<file path="src/rtl/fpu_pkg.sv">
// Shared constants and state encoding for the FPU operand-port arbiter.
package fpu_pkg;

    localparam int unsigned REQ_NUM   = 4;
    localparam int unsigned ID_W      = 2;
    localparam int unsigned OPERAND_W = 32;

    typedef enum logic {
        ST_EMPTY = 1'b0,
        ST_FULL  = 1'b1
    } arb_state_e;

endpackage

</file>
<file path="src/rtl/mux_4_to_1.sv">
// Plain 4-way N-bit multiplexer; S selects A (0) through D (3).
module mux_4_to_1 #(
    parameter int unsigned N = 32
) (
    input  logic [N-1:0] A,
    input  logic [N-1:0] B,
    input  logic [N-1:0] C,
    input  logic [N-1:0] D,
    input  logic [1:0]   S,
    output logic [N-1:0] Y
);

    always_comb begin
        unique case (S)
            2'd0: Y = A;
            2'd1: Y = B;
            2'd2: Y = C;
            2'd3: Y = D;
        endcase
    end

endmodule

</file>
<file path="src/rtl/fpu_req_arbiter.sv">
// Four-requester arbiter feeding one registered FPU operand stage.
// Define FPU_ARB_RR_EN for round-robin; otherwise fixed priority (A highest).
module fpu_req_arbiter
    import fpu_pkg::*;
#(
    parameter int unsigned N = OPERAND_W
) (
    input  logic         clk,
    input  logic         rst_n,
    input  logic [3:0]   in_valid,
    output logic [3:0]   in_ready,
    input  logic [N-1:0] in_data_a,
    input  logic [N-1:0] in_data_b,
    input  logic [N-1:0] in_data_c,
    input  logic [N-1:0] in_data_d,
    output logic         out_valid,
    input  logic         out_ready,
    output logic [N-1:0] out_data,
    output logic [1:0]   out_id
);

    arb_state_e          state_q, state_d;
    logic [N-1:0]        data_q, data_d;
    logic [N-1:0]        mux_y;
    logic [ID_W-1:0]     id_q, id_d;
    logic [ID_W-1:0]     grant_idx;
    logic [ID_W-1:0]     prio_ptr;
    logic [REQ_NUM-1:0]  grant;
    logic                stage_free;
    logic                accept;

`ifdef FPU_ARB_RR_EN
    logic [ID_W-1:0] prio_ptr_q, prio_ptr_d;

    always_comb begin
        prio_ptr_d = prio_ptr_q;
        if (accept) begin
            prio_ptr_d = grant_idx + 2'd1;
        end
    end

    always_ff @(posedge clk or negedge rst_n) begin
        if (!rst_n) begin
            prio_ptr_q <= '0;
        end else begin
            prio_ptr_q <= prio_ptr_d;
        end
    end

    assign prio_ptr = prio_ptr_q;
`else
    assign prio_ptr = '0;
`endif

    // Circular search for the first valid requester starting at prio_ptr.
    always_comb begin
        logic [ID_W-1:0] idx;
        logic            found;
        grant     = '0;
        grant_idx = '0;
        found     = 1'b0;
        idx       = '0;
        for (int k = 0; k < REQ_NUM; k++) begin
            idx = prio_ptr + ID_W'(k);
            if (!found && in_valid[idx]) begin
                found       = 1'b1;
                grant[idx]  = 1'b1;
                grant_idx   = idx;
            end
        end
    end

    assign stage_free = (state_q == ST_EMPTY) || out_ready;
    assign accept     = (|grant) && stage_free;
    assign in_ready   = grant & {REQ_NUM{stage_free}};

    mux_4_to_1 #(
        .N (N)
    ) u_mux (
        .A (in_data_a),
        .B (in_data_b),
        .C (in_data_c),
        .D (in_data_d),
        .S (grant_idx),
        .Y (mux_y)
    );

    // A drain and a reload in the same cycle keep the stage full with no bubble.
    always_comb begin
        state_d = state_q;
        data_d  = data_q;
        id_d    = id_q;
        if (accept) begin
            state_d = ST_FULL;
            data_d  = mux_y;
            id_d    = grant_idx;
        end else if (state_q == ST_FULL && out_ready) begin
            state_d = ST_EMPTY;
        end
    end

    always_ff @(posedge clk or negedge rst_n) begin
        if (!rst_n) begin
            state_q <= ST_EMPTY;
            data_q  <= '0;
            id_q    <= '0;
        end else begin
            state_q <= state_d;
            data_q  <= data_d;
            id_q    <= id_d;
        end
    end

    assign out_valid = (state_q == ST_FULL);
    assign out_data  = data_q;
    assign out_id    = id_q;

endmodule

</file>
<file path="config.mk">
export PLATFORM = sky130hd
export DESIGN_NAME = fpu_req_arbiter
export DESIGN_NICKNAME = d
export VERILOG_FILES = /design/src/rtl/fpu_pkg.sv /design/src/rtl/mux_4_to_1.sv /design/src/rtl/fpu_req_arbiter.sv
export SDC_FILE = /design/constraint.sdc
export NUM_CORES = 1
export LEC_CHECK = 0
export BUFFER_PORTS_ARGS = -buffer_cell sky130_fd_sc_hd__clkbuf_2
export CAP_MARGIN = 10
export CORE_UTILIZATION = 30
export CTS_BUF_LIST = sky130_fd_sc_hd__clkbuf_8
export DETAILED_ROUTE_END_ITERATION = 12
export REMOVE_ABC_BUFFERS = 1
export SLEW_MARGIN = 20
export SYNTH_ARGS = -nofsm -noshare
export SYNTH_HDL_FRONTEND = slang
export SYNTH_SLANG_ARGS = --single-unit
</file>
<file path="constraint.sdc">
create_clock -name clk -period 1.5 [get_ports clk]
set_clock_uncertainty 0.15 [all_clocks]
set_input_delay 0 -clock clk [delete_from_list [all_inputs] [get_ports clk]]
set_output_delay 0 -clock clk [all_outputs]
set_load 0.03 [all_outputs]
</file>
==> summary.md <==
| Metric | Value |
|---|---|
| RSZ-0062 raised after global routing | `true` |
| CP endpoint kind | `output pin` |
| Switching Share | `35.9%` |
| DRC Markers | `0` |
| Hold WC Path Type | `in -> reg` |
| Post-Route WL | `approximately 12 mm` |
| Number of synthesized register bits | `35` |
| Clock share of power | `between 20 and 25%` |
| Max Fanout on Critical Path | `7` |
| Leading register cell type out of synthesis | `dfrtp_1` |
| Post-synth EDFFs | `0` |
| Cts bufs inserted | `5` |
| Syn Inst Count | `about 320` |
| DPL Wire Length | `~7.1 mm` |
| P_leak | `around 2.2 nW` |
| DP Cell Count | `just under 600` |
| Io pins | `between 150 and 200` |
| Die height | `slightly below 100 microns` |
| Initial antenna violation count | `0` |
| Longest Clk Path Bufs | `2` |
| Mapped cell area | `between 2000 and 3000 sq um` |
| CP startpoint kind | `flip-flop` |
| Asr flop ratio synth | `100%` |
| Internal | `2.16 mW` |
| Data arrival time of the critical path | `~1300 ps` |
| First-pass DRT Iterations | `4` |
| Root Buffer | `clkbuf_8` |
| Core area | `between 8000 and 9000 sq um` |
| VDD IR max | `0.000353 V` |
| H-tree levels | `2` |
| N_diodes | `0` |
| Placer Congestion | `about 0.8` |
| DR iter-0 viols | `between 150 and 200` |
| Synthesis Warnings | `0` |
| Post-route insts no fill | `between 700 and 800` |
| Post-DR vias/cell | `roughly 5.3` |
| Achievable frequency | `about 0.67 GHz` |
| Hold WS | `-49.8 ps` |
| Largest net degree at the start of global routing | `67` |
| Setup violators final | `0` |
| Net Switching | `approximately 1.2 mW` |
| Max-Slew Margin vs Limit | `59.3%` |
| Critical Path RT | `between 1000 and 1500 ps` |
| Post-route cell area | `around 5100 sq um` |
| Wire per inst | `around 17 microns` |
| DR vias | `between 3000 and 4000` |
| Sequential share of the synthesized area | `32.2%` |
| Total Neg Setup Slack | `0 ps` |
| Tcrit/Tclk final | `around 100%` |
| Number of distinct library cells after synthesis | `25` |
| Global route overflow | `0` |
| Hold Vio Cnt, Final | `7` |
| Failing checks | `hold timing` |
| CTS tree | `built` |
| Logic pwr share | `43.0%` |
| Starting Density | `a little under a third` |
| Rows | `34` |
| Placed cell area | `3760 sq um` |
| Final min period | `between 1000 and 1500 ps` |
| CTS clk-pin slew, worst paths | `about 80 ps` |
| Die area | `roughly 9400 sq um` |
| Die width | `roughly 100 microns` |
| Layout area overhead | `88.7%` |
| Vias in the first global route | `between 3000 and 4000` |
| Share of layout cells above drive strength 1 | `between 30% and 40%` |
| CP Class | `reg -> out` |
| # nets final | `732` |
| Max-cap viol count | `0` |
| Worst slew pin tran | `610 ps` |
| DRT antenna net count | `0` |
| Clock sinks | `35` |
| GRT Overall Usage | `around a quarter` |
| Tot Pwr | `~3.4 mW` |
| Outcome | `finished, violations left` |
| Worst-Skew Late Latency | `280 ps` |
| Global-route wire length before repair | `between 15 and 20 mm` |
| Sequential Power Share | `approximately a third` |
| Port Buf Inserts | `between 150 and 200` |
| Slew Limit Fails | `0` |
| Syn_area_per_cell | `about 8.5 sq um` |
| Cell Pwr Density | `between 600 and 700 nW/um^2` |
## layout by cell type, fill, tap and decap left out, types with 2 or more instances in the layout
master         synthesis  routed
a21oi_2               22      22
buf_4                  1      14
buf_6                  8       3
nor3_1                32      32
nor2_1                 4       4
dfrtp_1               35      35
clkbuf_16              0       2
buf_12                 0       9
dlygate4sd3_1          0     113
a311oi_2               0       3
nand2_1               33      33
clkbuf_2               1     170
clkbuf_8               0       7
inv_1                  2       3
a211oi_1              32      31
a21oi_1               11      11
a311oi_1              32      29
nand2b_1              34      33
nand3b_1              32      32
## worst paths after layout
check                           cells after the start  slack [ps]          from      endpoint
worst max-delay path                                5           6     out_valid   in_ready[1]
worst min-delay path                                3         -50  in_data_b[2]   out_data[2]
worst max register to register                      6          30     out_valid  out_data[14]
worst min register to register                      1         380     out_id[1]     out_id[1]
max in group asynchronous                           3         640         rst_n  out_data[19]
min in group asynchronous                           2          70         rst_n  out_data[14]
## worst max-delay path: stages, from the launching register on
cell and delay (ps):
dfrtp_1 390, buf_6 130, nand2b_4 110, buf_12 130
and3_4 180, buf_6 130
## power by group through the flow
stage,clock [mW],combinational (mW),sequential (mW)
floorplan,0,0.344,1.42
global placement,0,1.14,1.17
detailed placement,0,1.15,1.18
CTS,0.791,1.39,1.16
global route,0.833,1.54,1.17
finish,0.762,1.45,1.16
## synthesized netlist by cell type (4+ instances only)
cell / instances / area (sq um)
nor3_1: 32 / 160
buf_6: 8 / 90.1
a211oi_1: 32 / 240
nand3b_1: 32 / 240
a21oi_1: 11 / 55.1
nand2_1: 33 / 124
nand2b_1: 34 / 213
dfrtp_1: 35 / 876
buf_2: 8 / 40.0
a21oi_2: 22 / 193
a311oi_1: 32 / 280
nor2_1: 4 / 15.0
clkbuf_1: 20 / 75.1
## routing by layer
metal	vias to the layer above	wire length (microns)	GRT usage [%]
met1	1774	4780	28.6
met4	0	308	9.41
li1	1752	-	-
met2	199	6130	44.9
met3	36	814	4.24
met5	-	0	0
## state kept, by name, indices dropped and copies added, names as in the netlist
| name | cells |
|---|---|
| out_data | 32 |
| out_id | 2 |
| out_valid | 1 |
## what timing repair did
item,4_1_cts,5_1_grt
setup buffers,3,2
hold buffers,112,1
endpoints found under the setup margin,3,33
endpoints found under the hold margin,68,1
resized for setup,3,13
pin swaps,5,18
cloned,0,2
## cells by family (layout without fill, tap and decap cells)
group           Yosys count  after routing  synth area share [%]
compound gates           99             99                  29.0
flops                    35             35                  32.2
simple gates            142            142                  30.2
buf+inv                  42            322                  8.56
## metrics by stage
step | util (%) | worst slack, ps | hold WS, ps
6_report | 58.6 | 5.74 | -49.8
5_1_grt | 58.6 | -43.9 | 3.29
4_1_cts | 57.2 | -8.76 | 0.532
3_5_place_dp | 42.9 | 15.4 | -169
2_1_floorplan | - | -1950 | -446
3_3_place_gp | 42.9 | 71.2 | -169
## final cells by class
cell class | instances | area (sq um)
clock buffer | 7 | 96.3
sequential | 35 | 876
clock inverter | 1 | 3.75
multi-input combinational | 241 | 1650
timing repair buffer | 312 | 2360
tap | 108 | 135
fill | 777 | 3630
inverter | 2 | 7.51
(Power assumes the default switching activity.)
